**src/rtl/commit_pkg.sv**
```systemverilog
// Shared definitions for the commit report path: width constants and the
// retired-instruction record carried from writeback to the difftest port.
package commit_pkg;

  localparam int XLEN     = 64;
  localparam int INST_W   = 32;
  localparam int CSR_ID_W = 12;

  typedef struct packed {
    logic [XLEN-1:0]     pc;
    logic [INST_W-1:0]   inst;
    logic                is_mmio;
    logic [CSR_ID_W-1:0] rcsr_id;
  } commit_rec_t;

endpackage

```
**src/rtl/commit_fifo.sv**
```systemverilog
// Record storage for the commit report queue. Power-of-two depth, so the
// pointers wrap on their own. The head entry is read straight from the
// storage flops and forced to zero while the queue is empty.
module commit_fifo
  import commit_pkg::*;
#(
  parameter int  DEPTH = 4,
  parameter type rec_t = commit_rec_t
) (
  input  logic clock,
  input  logic reset,
  input  logic push,
  input  logic pop,
  input  rec_t wdata,
  output rec_t rdata,
  output logic full,
  output logic empty
);

  localparam int PTR_W = (DEPTH > 1) ? $clog2(DEPTH) : 1;
  localparam logic [PTR_W:0] FULL_COUNT = (PTR_W + 1)'(DEPTH);

  rec_t             mem [DEPTH];
  logic [PTR_W-1:0] wr_ptr;
  logic [PTR_W-1:0] rd_ptr;
  logic [PTR_W:0]   count;
  logic             do_push;
  logic             do_pop;

  assign full    = (count == FULL_COUNT);
  assign empty   = (count == '0);
  assign do_push = push && !full;
  assign do_pop  = pop && !empty;
  assign rdata   = empty ? '0 : mem[rd_ptr];

  // Pointer and occupancy update; push and pop together leave count alone.
  always_ff @(posedge clock) begin
    if (reset) begin
      wr_ptr <= '0;
      rd_ptr <= '0;
      count  <= '0;
    end else begin
      if (do_push) wr_ptr <= wr_ptr + 1'b1;
      if (do_pop)  rd_ptr <= rd_ptr + 1'b1;
      if (do_push && !do_pop)      count <= count + 1'b1;
      else if (do_pop && !do_push) count <= count - 1'b1;
    end
  end

  // Record storage; contents are don't-care until written, so no reset.
  always_ff @(posedge clock) begin
    if (do_push && !reset) mem[wr_ptr] <= wdata;
  end

endmodule

```
**src/rtl/commit_report_queue.sv**
```systemverilog
// Commit report queue: buffers retired-instruction records from writeback
// and presents them in program order to the difftest side, counting
// delivered records. Define COMMIT_WATCHDOG_EN to build the hang watchdog;
// without it hang is tied low and no watchdog counter exists.
module commit_report_queue
  import commit_pkg::*;
#(
  parameter int DEPTH       = 4,
  parameter int WDOG_CYCLES = 4096
) (
  input  logic                clock,
  input  logic                reset,
  input  logic                in_valid,
  output logic                in_ready,
  input  logic [XLEN-1:0]     in_pc,
  input  logic [INST_W-1:0]   in_inst,
  input  logic                in_is_mmio,
  input  logic [CSR_ID_W-1:0] in_rcsr_id,
  output logic                out_valid,
  input  logic                out_ready,
  output logic [XLEN-1:0]     out_pc,
  output logic [INST_W-1:0]   out_inst,
  output logic                out_is_mmio,
  output logic [CSR_ID_W-1:0] out_rcsr_id,
  output logic [63:0]         commit_cnt,
  output logic                hang
);

  if (DEPTH < 2 || DEPTH > 16 || (DEPTH & (DEPTH - 1)) != 0 || WDOG_CYCLES < 1)
  begin : g_param_check
    $error("commit_report_queue: illegal DEPTH or WDOG_CYCLES");
  end

  commit_rec_t in_rec;
  commit_rec_t head_rec;
  logic        fifo_full;
  logic        fifo_empty;
  logic        in_fire;
  logic        out_fire;

  assign in_rec = '{pc: in_pc, inst: in_inst, is_mmio: in_is_mmio, rcsr_id: in_rcsr_id};

  assign in_ready  = !fifo_full;
  assign out_valid = !fifo_empty;
  assign in_fire   = in_valid && in_ready;
  assign out_fire  = out_valid && out_ready;

  assign out_pc      = head_rec.pc;
  assign out_inst    = head_rec.inst;
  assign out_is_mmio = head_rec.is_mmio;
  assign out_rcsr_id = head_rec.rcsr_id;

  commit_fifo #(
    .DEPTH (DEPTH),
    .rec_t (commit_rec_t)
  ) u_fifo (
    .clock (clock),
    .reset (reset),
    .push  (in_fire),
    .pop   (out_fire),
    .wdata (in_rec),
    .rdata (head_rec),
    .full  (fifo_full),
    .empty (fifo_empty)
  );

  // Delivered-record counter, wraps naturally at 2^64.
  always_ff @(posedge clock) begin
    if (reset)         commit_cnt <= '0;
    else if (out_fire) commit_cnt <= commit_cnt + 64'd1;
  end

`ifdef COMMIT_WATCHDOG_EN
  localparam int WDOG_W = $clog2(WDOG_CYCLES + 1);
  localparam logic [WDOG_W-1:0] WDOG_MAX = WDOG_W'(WDOG_CYCLES);

  logic [WDOG_W-1:0] wdog_cnt;
  logic              hang_q;

  // Idle-cycle count, saturating; hang latches on the cycle the count
  // reaches the limit and stays up until reset.
  always_ff @(posedge clock) begin
    if (reset) begin
      wdog_cnt <= '0;
      hang_q   <= 1'b0;
    end else if (out_fire) begin
      wdog_cnt <= '0;
    end else begin
      if (wdog_cnt != WDOG_MAX)            wdog_cnt <= wdog_cnt + 1'b1;
      if (wdog_cnt >= WDOG_MAX - 1'b1)     hang_q   <= 1'b1;
    end
  end

  assign hang = hang_q;
`else
  assign hang = 1'b0;
`endif

endmodule

```
**config.mk**
```make
export PLATFORM = sky130hd
export DESIGN_NAME = commit_report_queue
export DESIGN_NICKNAME = d
export VERILOG_FILES = /design/src/rtl/commit_pkg.sv /design/src/rtl/commit_fifo.sv /design/src/rtl/commit_report_queue.sv
export SDC_FILE = /design/constraint.sdc
export NUM_CORES = 1
export LEC_CHECK = 0
export ABC_AREA = 1
export ABC_CLOCK_PERIOD_IN_PS = 6900
export BUFFER_PORTS_ARGS = -buffer_cell sky130_fd_sc_hd__buf_2
export CAP_MARGIN = 0
export CORE_MARGIN = 10
export CORE_UTILIZATION = 50
export CTS_CLUSTER_DIAMETER = 100
export DETAILED_ROUTE_END_ITERATION = 7
export HOLD_SLACK_MARGIN = 0.05
export PLACE_DENSITY = 0.71
export SLEW_MARGIN = 5
export SYNTH_ARGS = -nofsm -noshare
export SYNTH_HDL_FRONTEND = slang
export SYNTH_SLANG_ARGS = --single-unit
```
**constraint.sdc**
```tcl
create_clock -name clock -period 6.9 [get_ports clock]
set_input_delay 0.69 -clock clock [delete_from_list [all_inputs] [get_ports clock]]
set_output_delay 0.69 -clock clock [all_outputs]
set_load 0.03 [all_outputs]
```
Word level (Yosys, flattened, before mapping). Memories as Yosys holds them, arrays and structs flattened. A register that Yosys moved wholly into a read port is not among the register bits. Index checks and enable logic that the tools add are counted.

Logic and storage cells: 32. Register bits after elaboration: 71. Bits in latches: 0. Input bits: 113. Memory bits (read-only): 0. Output and inout port bits: 176. Memory bits (writable): 436. Memories: 1.

Bitwise logic cells: 0. Add/subtract/negate cells: 5. Multipliers: 0. Eq/ne operators: 1. Order comparisons: 0. Divide/modulo/power cells: 0. Muxes and demuxes: 7. Reductions and logical operators: 14. Shift-type cells: 0.

Memory list: u_fifo.mem (depth 4, bits a word 109, read ports 1, clocked after memory_dff 1, wr ports 1, line commit_fifo.sv:23) `rec_t mem [DEPTH];`.

Operator list (number): $mux 109 (1); $add 64x1->64 const B (1); $logic_and 1x1->1 (7); $mux 3 (2); $logic_not 1->1 (5); $add 2x1->2 const B (2); $mux 2 (2); $add 3x1->3 const B (1); $eq 3x3->1 const B (1); $logic_not 3->1 (1); $sub 3x1->3 const B (1); $mux 1 (2); $reduce_bool 2->1 (1).

Longest topological paths before layout. Gate-level depths: netlist (run 1).

Depth in word-level cells: 8. Depth in mapped cells: 11.

Modules after synthesis. Synthesis (run 1) repeated with hierarchy kept, for this count alone.

Cell total of the unflattened synthesis: 1970. Area total of the unflattened synthesis: 21111.5 µm².

By module, submodules not included: commit_fifo (instances 1, seq. area each 13272.7 µm², area each 17306.6 µm², cells each 1355); commit_report_queue (instances 1, seq. area each 1281.2 µm², area each 3804.9 µm², cells each 615).

Worst setup path before layout (run 1). OpenSTA, ideal clock, no wires.

Path kind: input port to flip-flop. From: input reset. To: memory u_fifo.mem[0][0] (netlist bit) (enable). Stages on the path: 5. Buffers on the path: 2. Arrival time: 5.829 ns. Required time: 6.322 ns. Setup time: 0.578 ns. Setup slack: 0.493 ns. Cell sequence: clkbuf_1 -> inv_1 -> clkbuf_1 -> nand2_1 -> nor2_1.

Longest elaborated chain between the ends: 4.

RTL lines: start, declared (line commit_report_queue.sv:12) `input logic reset,`; $logic_not 1->1 (line commit_fifo.sv:52) `if (do_push && !reset) mem[wr_ptr] <= wdata;`; $logic_and 1x1->1 (line commit_fifo.sv:52); $mux 1 (line commit_fifo.sv:52); $mux 1 (not written as such) (line commit_fifo.sv:52); end, declared (line commit_fifo.sv:23).

No other way between the ends.

==> reports/qor.txt, run 1 <==
Ys flop type - edfxtp_1
Placement Setup Slack - 2.85 ns
Largest net degree at the start of global routing - 114
Pint - 5.74 mW
# hold bufs at CTS - 0
Outcome - completed
#FFs+latches synth - 509
Max Transition Viols Final - 0
Iteration count of the initial detailed-routing pass - 5
Top post-synthesis cells by count - nor2_1 (575), edfxtp_1 (436), o21ai_0 (239)
Num rows - 75
Setup Buffers After CTS - 0
RR Startpoint - u_fifo.count[0]$_SDFFE_PP0P_
Kind of end point of the critical path - output pin
R2R cell count - 7
Min Tclk post-route - 4.63 ns
Post_cts resized - 0
Period utilisation layout - 67.0%
Cells after Synth - 1985
Clock Tree Buf Depth - 3
Cell with the most instances after synthesis - nor2_1
Clk_lat worst skew - 0.60 ns
Arr. time, crit path - 3.94 ns
Total GRT Usage - 20.6%
Fmax - 0.216 GHz
Final Util - 59.1%
First-pass GRT wire length - 82400 um
Chip Height - 226 um
Hold_sp - in_pc[28]
PwrDens - 364 nW/um2
Max-cap violations - 0
Nets - 2366
Share of layout cells above drive strength 1 - 18.9%
Synthesized area - 21100 um2
Die X - 226 um
Worst Slack Setup Final - 2.27 ns
Power share of the sequential group - 40.0%
Vias in the first global route - 14800
P&R area growth vs syn - 17.2%
Ys async rst share - 0%
Critical Path RT - 6.21 ns
PortBufs - 287
Area contributors post-synth - edfxtp_1 (62%), nor2_1 (10%), dfxtp_1 (6.9%), o21ai_0 (5.7%), a21oi_1 (3.6%)
Leakage - 9.07 nW
Post-DRT Antenna Nets - 0
Worst-path maximum fanout - 87
Class of the worst hold path - in2reg
Number of synthesized flops with an enable pin - 436
Crit Path Category - reg2out
Overall routed net length - 54000 um
Clk_skew - 0.0224 ns
RSZ-0062 raised after global routing - false
Combinational power share - 29.1%
CP startpoint kind - flop
# IOs - 289
Post-synthesis net count - 2105
Routed via count - 15300
Num Clock Sinks - 509
Yosys cell types - 36
Total die area - 50900 um2
Yosys warnings - 0
P_sw - 3.28 mW
Worst hold path cell count - 1
1st-iter DRT viols - 1520
Core area - 41900 um2
Drt via density - 5.41
Final hold violation count - 0
Initial Utilization - 50.5%
Syn Area/Cell - 10.6 um2
VDD IR max - 278 uV
Root Buffer - clkbuf_16
# H-tree levels - 2
Setup violators final - 0
CTS tree - yes
Synth top area share - 62.0%
Sw frac - 36.4%
Clk pin slew, worst setup/hold paths - 0.06 ns
Placed wire-length estimate - 32600 um
DRC violation count after routing - 0
Sequential share of the synthesized area - 68.9%
GRT Residual Overflow - 0
Post-synth top area cell - edfxtp_1
Initial antenna violation count - 14
Worst-Margin Slew - 1.05 ns
Post-route setup TNS - 0 ns
CTS buffer count - 53
GPL Wtd Cong - 0.902
Power share of the clock group - 30.9%
Slew HR - 30.2%
Average wire per standard cell - 19.1 um
[flip-flops by register name (all words and copies together) (netlist names), named ones only]
signal and cells:
u_fifo.rd_ptr 2, u_fifo.mem 436, u_fifo.count 3, commit_cnt 64, u_fifo.wr_ptr 2
[metrics by stage]
| step | hold slack (ns) | std cells | instance area (um2) | total power [mW] |
|---|---|---|---|---|
| CTS | 0.256 | 2826 | 24700 | 9.10 |
| global placement | 0.447 | 2730 | 23000 | 6.29 |
| global route | 0.276 | 2831 | 24700 | 9.44 |
| detailed placement | 0.448 | 2730 | 23000 | 6.32 |
| floorplan | 0.436 | 1985 | 21100 | 5.45 |
| finish | 0.295 | 2834 | 24800 | 9.02 |
[critical path: stages (launching register included)]
cell and delay [ns]:
dfxtp_4 0.70, buf_4 0.81, buf_4 0.83, nor2_1 0.12, nor2_1 0.10, o21ai_0 0.09, a21oi_1 0.32, buf_2 0.26
[final timing paths]
kind / end / slack [ns]
worst max-delay path: out_pc[5] / 2.27
worst min-delay path: u_fifo.mem[2][73]$_DFFE_PP_ / 0.30
worst max register to register: u_fifo.mem[3][97]$_DFFE_PP_ / 4.20
worst min register to register: flop / 0.46
[final cells by class]
cell class	count	area, um2
inverter	96	367
sequential	509	14600
tap	539	674
timing repair buffer	299	1580
multi-input combinational	1287	5850
clock buffer	60	1350
clock inverter	36	355
antenna	8	20.0
fill	3436	17100
[routing by layer]
metal | wire, um | global-route usage [%] | part of all wire (%) | up-vias
met4 | 1410 | 6.97 | 2.6 | 14
met3 | 3660 | 4.61 | 6.8 | 106
met1 | 22800 | 26.6 | 42 | 7393
li1 | - | - | - | 7332
met2 | 26000 | 34.0 | 48 | 477
met5 | 84 | 0 | 0.16 | -
[power by group through the flow]
stage          sequential, mW  combinational (mW)  clock, mW
2_1_floorplan            3.65                1.80          0
3_3_place_gp             3.67                2.63          0
3_5_place_dp             3.68                2.65          0
4_1_cts                  3.61                2.66       2.83
5_1_grt                  3.63                2.84       2.97
6_report                 3.61                2.62       2.79
[cell usage in the layout, fill, tap and decap left out, types with 3 or more instances in the layout]
master	n
nand2_4	4
nor2_4	12
inv_1	89
clkbuf_1	7
ha_1	6
nor2_8	3
xor2_1	4
clkbuf_16	53
nor2_1	571
nand4_1	11
nand2_2	6
bufinv_16	5
diode_2	8
buf_4	8
dfxtp_1	71
inv_2	4
edfxtp_1	436
nor3_2	4
clkinvlp_4	5
o21ai_1	3
a21oi_1	150
clkinv_1	16
o21a_1	3
nor2_2	19
clkinv_2	7
nor3_1	12
buf_12	4
nand3_1	61
buf_2	287
nand2_1	168
o21ai_0	239
[logic make-up (layout without fill, tap and decap cells)]
kind of cell,after synthesis,count (layout),share of synthesized area [%]
buf+inv,189,491,3.58
xor+xnor,5,5,0.207
simple gates,877,877,17.4
other cells,1,9,0.0178
flops,509,509,68.9
fa+ha+maj,7,7,0.450
compound gates,397,397,9.46
Power figures use the tool's default switching activity.
==> run 2, diff against run 1 <==
--- a/config.mk
+++ b/config.mk
@@ -6,7 +6,7 @@
 export NUM_CORES = 1
 export LEC_CHECK = 0
 export ABC_AREA = 1
-export ABC_CLOCK_PERIOD_IN_PS = 6900
+export ABC_CLOCK_PERIOD_IN_PS = 4400
 export BUFFER_PORTS_ARGS = -buffer_cell sky130_fd_sc_hd__buf_2
 export CAP_MARGIN = 0
 export CORE_MARGIN = 10
==> constraint.sdc (replaced) <==
create_clock -name clock -period 4.4 [get_ports clock]
set_input_delay 0.44 -clock clock [delete_from_list [all_inputs] [get_ports clock]]
set_output_delay 0.44 -clock clock [all_outputs]
set_load 0.03 [all_outputs]
==> run 2 against run 1 <==
  * Critical path depth is 1 lower
  * Routed wire length is 6.4% higher
  * Die area stayed put
  * Clock-buffer cell count stayed put
  * Register-to-register slack worse by 2.3 ns
  * Final cell count is 3.6% higher
==> reports/qor.txt, run 2 (synthesis results as in run 1) <==
Slew HR - 8.21%
Initial Utilization - 50.5%
RR Startpoint - u_fifo.count[0]$_SDFFE_PP0P_
PortBufs - 287
Placed cell area - 23100 um2
Outcome - completed
P_sw - 5.16 mW
Clk_skew - 0.0133 ns
CTS tree - yes
# IOs - 289
Pwr Total - 14.0 mW
Worst-Margin Slew - 1.38 ns
Sw frac - 36.8%
GPL Wtd Cong - 0.920
1st-iter DRT viols - 1678
Max Transition Viols Final - 0
Fmax - 0.283 GHz
Worst-path maximum fanout - 47
Die X - 226 um
Post_cts resized - 0
Root Buffer - clkbuf_16
Max FFs per register - 436
Post-DRT Antenna Nets - 0
VDD IR max - 485 uV
Number of fill cells - 3317
Max-cap violations - 0
Crit Path Category - reg2out
Most frequent cells in the layout - nor2_1 (571), edfxtp_1 (436), buf_2 (287)
PwrDens - 546 nW/um2
Power share of the sequential group - 39.9%
Largest net degree at the start of global routing - 219
Total GRT Usage - 22.3%
Top reg by flops - u_fifo.mem
Overall routed net length - 57500 um
Multi-input logic area - 5850 um2
Reg2reg end - u_fifo.mem[2][106]$_DFFE_PP_
Setup Buffers After CTS - 0
Chip Height - 226 um
Cell area after layout - 25700 um2
CP startpoint kind - flop
RSZ-0062 raised after global routing - false
Iteration count of the initial detailed-routing pass - 5
Class of the worst hold path - in2reg
Combinational power share - 30.6%
Crit path from - u_fifo.count[0]$_SDFFE_PP0P_
Core area - 41900 um2
Num Clock Sinks - 509
Biggest regs - u_fifo.mem x436, commit_cnt x64, u_fifo.count x3
Final hold violation count - 0
Drt via density - 5.46
Critical Path RT - 3.96 ns
Share of layout cells above drive strength 1 - 18.2%
DRC violation count after routing - 0
P&R area growth vs syn - 21.6%
# H-tree levels - 2
FF+latch area - 14600 um2
Min Tclk post-route - 3.54 ns
Clock Tree Buf Depth - 3
Average wire per standard cell - 19.6 um
GRT Residual Overflow - 0
Vias in the first global route - 16000
R2R cell count - 7
Power share of the clock group - 29.5%
Pint - 8.87 mW
Setup crit end - out_rcsr_id[11]
Placed wire-length estimate - 34900 um
Total die area - 50900 um2
Period utilisation layout - 80.4%
Num rows - 75
Nets - 2475
Most common cell after layout, fill and taps aside - nor2_1
Arr. time, crit path - 3.10 ns
Leakage - 9.50 nW
Clk pin slew, worst setup/hold paths - 0.06 ns
Setup violators final - 0
Kind of end point of the critical path - output pin
Routed via count - 16000
Reg2reg setup slack - 1.91 ns
Post-route setup TNS - 0 ns
Initial antenna violation count - 3
Clk_lat worst skew - 0.62 ns
# hold bufs at CTS - 102
First-pass GRT wire length - 89200 um
CTS buffer count - 52
## run 2: routing by layer
metal  GRT usage, %  wire (um)  up-vias
li1               -          -     7556
met1           28.6      23300     7638
met2           36.7      27800      705
met3           4.50       4710      118
met4           8.41       1680        2
met5              0          7        -
## run 2: stage by stage
stage          cells  hold WS (ns)  utilization, %  setup WS, ns
2_1_floorplan   1985         0.436               -         -1.77
3_3_place_gp    2738         0.438            55.1          1.52
3_5_place_dp    2738         0.453            55.1          1.51
4_1_cts         2932        0.0521            61.4         0.852
5_1_grt         2933        0.0570            61.4         0.689
6_report        2935        0.0824            61.4         0.862
## run 2: worst min path at each step
stage / start / endpoint / slack [ns] / cells past startpoint
finish: in_inst[17] / u_fifo.mem[2][30]$_DFFE_PP_ / 0.08 / 1
global route: in_inst[5] / u_fifo.mem[1][18]$_DFFE_PP_ / 0.06 / 1
CTS: in_inst[5] / u_fifo.mem[0][18]$_DFFE_PP_ / 0.05 / 1
detailed placement: u_fifo.rd_ptr[1]$_SDFFE_PP0P_ / flop / 0.45 / 2
global placement: u_fifo.rd_ptr[1]$_SDFFE_PP0P_ / flop / 0.44 / 2
floorplan: u_fifo.rd_ptr[1]$_SDFFE_PP0P_ / flop / 0.44 / 2
## run 2: worst max-delay path, cell delays in order (launching register included)
cell and delay, ns:
dfxtp_1 0.40, nor2_2 0.09, nand2_4 0.11, clkinv_2 0.60, buf_4 0.57, a21oi_1 0.34
buf_2 0.27
## run 2: layout make-up
type / count / area share [%]
Inverter: 96 / 1.43
Clock buffer: 60 / 5.18
Multi-Input combinational cell: 1287 / 22.8
Clock inverter: 32 / 0.998
Antenna cell: 3 / 0.0292
Timing Repair Buffer: 409 / 10.3
Sequential cell: 509 / 56.7
Tap cell: 539 / 2.63
## run 2: power by group through the flow
stage / registers [mW] / logic (mW) / clock network (mW)
3_3_place_gp: 5.69 / 4.17 / 0
3_5_place_dp: 5.69 / 4.21 / 0
5_1_grt: 5.61 / 4.62 / 4.40
4_1_cts: 5.59 / 4.31 / 4.24
6_report: 5.60 / 4.29 / 4.15
2_1_floorplan: 5.73 / 2.82 / 0
==> run 3, diff against run 2 <==
--- a/config.mk
+++ b/config.mk
@@ -6,7 +6,7 @@
 export NUM_CORES = 1
 export LEC_CHECK = 0
 export ABC_AREA = 1
-export ABC_CLOCK_PERIOD_IN_PS = 4400
+export ABC_CLOCK_PERIOD_IN_PS = 3400
 export BUFFER_PORTS_ARGS = -buffer_cell sky130_fd_sc_hd__buf_2
 export CAP_MARGIN = 0
 export CORE_MARGIN = 10
==> constraint.sdc (replaced) <==
create_clock -name clock -period 3.4 [get_ports clock]
set_input_delay 0.34 -clock clock [delete_from_list [all_inputs] [get_ports clock]]
set_output_delay 0.34 -clock clock [all_outputs]
set_load 0.03 [all_outputs]
==> run 3 against run 2 <==
  * Clock skew up 0.010 ns
  * Global-route usage down 0.79 points
  * Routed wire length down 3.0%
  * Critical path type unchanged
  * Critical endpoint is now out_inst[28]
  * Core utilization up 0.52 points
  * Total power up 30%
  * First-iteration DRC count down 8.4%
  * Register-to-register slack worse by 0.71 ns
  * Clock-buffer cell count up 4
  * Hold slack better by 0.046 ns
  * Non-clock buffer count up 9
  * Combinational power up 31%
==> reports/qor.txt, run 3 (synthesis results as in run 1) <==
Period utilisation layout - 90.0%
Worst-Margin Slew - 0.937 ns
R2R cell count - 7
CP startpoint kind - flop
Max-cap violations - 0
CTS tree - yes
Root Buffer - clkbuf_16
Top reg by flops - u_fifo.mem
Clk_lat worst skew - 0.60 ns
Placed wire-length estimate - 33200 um
Average wire per standard cell - 18.9 um
Hold EP - u_fifo.wr_ptr[1]$_SDFFE_PP0P_
Placement Setup Slack - 0.960 ns
Reg2reg setup slack - 1.20 ns
Nets - 2484
Total die area - 50900 um2
Chip Height - 226 um
Post-route setup TNS - 0 ns
Num Clock Sinks - 509
Share of layout cells above drive strength 1 - 18.3%
PwrDens - 703 nW/um2
P&R area growth vs syn - 22.6%
VDD IR max - 644 uV
RR Startpoint - u_fifo.count[0]$_SDFFE_PP0P_
Final Non-Filler Cells - 2950
# H-tree levels - 2
Reg2reg end - u_fifo.mem[3][32]$_DFFE_PP_
CTS buffer count - 52
Critical Path RT - 3.06 ns
Fmax - 0.327 GHz
Final hold violation count - 0
Initial antenna violation count - 6
1st-iter DRT viols - 1537
First-pass GRT wire length - 86400 um
Most frequent cells in the layout - nor2_1 (571), edfxtp_1 (436), buf_2 (287)
Largest net degree at the start of global routing - 124
Min Tclk post-route - 3.06 ns
PortBufs - 287
Max Transition Viols Final - 0
RSZ-0062 raised after global routing - false
Vias in the first global route - 15700
Iteration count of the initial detailed-routing pass - 5
Biggest regs - u_fifo.mem x436, commit_cnt x64, u_fifo.count x3
Clock Tree Buf Depth - 3
Crit Path Category - reg2out
Clk pin slew, worst setup/hold paths - 0.06 ns
Worst-path maximum fanout - 123
Core area - 41900 um2
Initial Utilization - 50.5%
Setup violators final - 0
Hold_sp - in_valid
Most common cell after layout, fill and taps aside - nor2_1
Die X - 226 um
Slew HR - 37.5%
Post_cts resized - 0
Clk_skew - 0.0237 ns
Worst Slack Setup Final - 0.339 ns
Leakage - 9.58 nW
Setup Buffers After CTS - 0
Placed cell count - 2740
# IOs - 289
Worst hold path cell count - 3
GRT Residual Overflow - 0
Kind of end point of the critical path - output pin
Total GRT Usage - 21.5%
Pwr Total - 18.2 mW
Arr. time, crit path - 2.72 ns
Max FFs per register - 436
Number of fill cells - 3251
Num rows - 75
DRC violation count after routing - 0
Overall routed net length - 55700 um
Post-DRT Antenna Nets - 0
Drt via density - 5.38
Outcome - completed
GPL Wtd Cong - 0.876
Routed via count - 15900
Class of the worst hold path - in2reg
[run 3: cell types whose count changed in the layout (fill, tap and decap cells not counted), sizes merged]
cell,delta
buf,+2
clkinvlp,+1
dlygate4sd3,+7
clkinv,-2
diode,+3
clkbuf,+4
[run 3: cell type report]
type	count	area, um2	share of cell area, %
diodes	6	15.0	0.0580
clock buffers	64	1360	5.23
clock inverters	31	233	0.898
inverters	96	367	1.41
multi-input cells	1287	5850	22.6
flip-flops and latches	509	14600	56.2
well taps	539	674	2.60
repair buffers	418	2860	11.0
[run 3: report_power, final]
part / switching [mW] / internal [mW]
clock: 2.35 / 2.99
combinational: 4.19 / 1.41
sequential: 0.142 / 7.14
[run 3: worst max path at each step]
stage                                             from                          to  slack, ns  cells past startpoint
after floorplan           u_fifo.count[0]$_SDFFE_PP0P_  u_fifo.mem[0][0]$_DFFE_PP_      -0.97                      6
after global placement                            flop                  out_pc[53]       0.99                      6
after detailed placement                          flop                out_inst[27]       0.96                      6
after CTS                                         flop                out_inst[27]       0.30                      6
after global routing                              flop                out_inst[27]       0.12                      6
final                                             flop                out_inst[28]       0.34                      6
[run 3: timing repair]
action,in CTS,in global routing
hold buffers,109,0
hold endpoints to repair,436,0
endpoints found under the setup margin,0,0
[run 3: critical path: stages (launching register included)]
cell     delay, ns
dfxtp_4       0.63
buf_12        0.42
nor2_1        0.11
nor2_1        0.10
o21ai_0       0.10
a21oi_1       0.32
buf_2         0.27
[run 3: per-stage QoR]
stage | utilization [%] | cell area (um2) | hold slack [ns]
after CTS | 61.9 | 25900 | 0.0957
after detailed placement | 55.5 | 23200 | 0.466
after floorplan | - | 21100 | 0.436
after global routing | 61.9 | 25900 | 0.149
after global placement | 55.5 | 23200 | 0.462
final | 61.9 | 25900 | 0.129
[run 3: metal layers]
layer	GRT usage, %	wire length (um)	part of all wire [%]	vias to the layer above
li1	-	-	-	7572
met1	26.9	22500	40	7572
met2	35.9	27300	49	614
met3	4.80	4340	7.8	101
met4	7.86	1550	2.8	4
met5	0	14	0.025	-
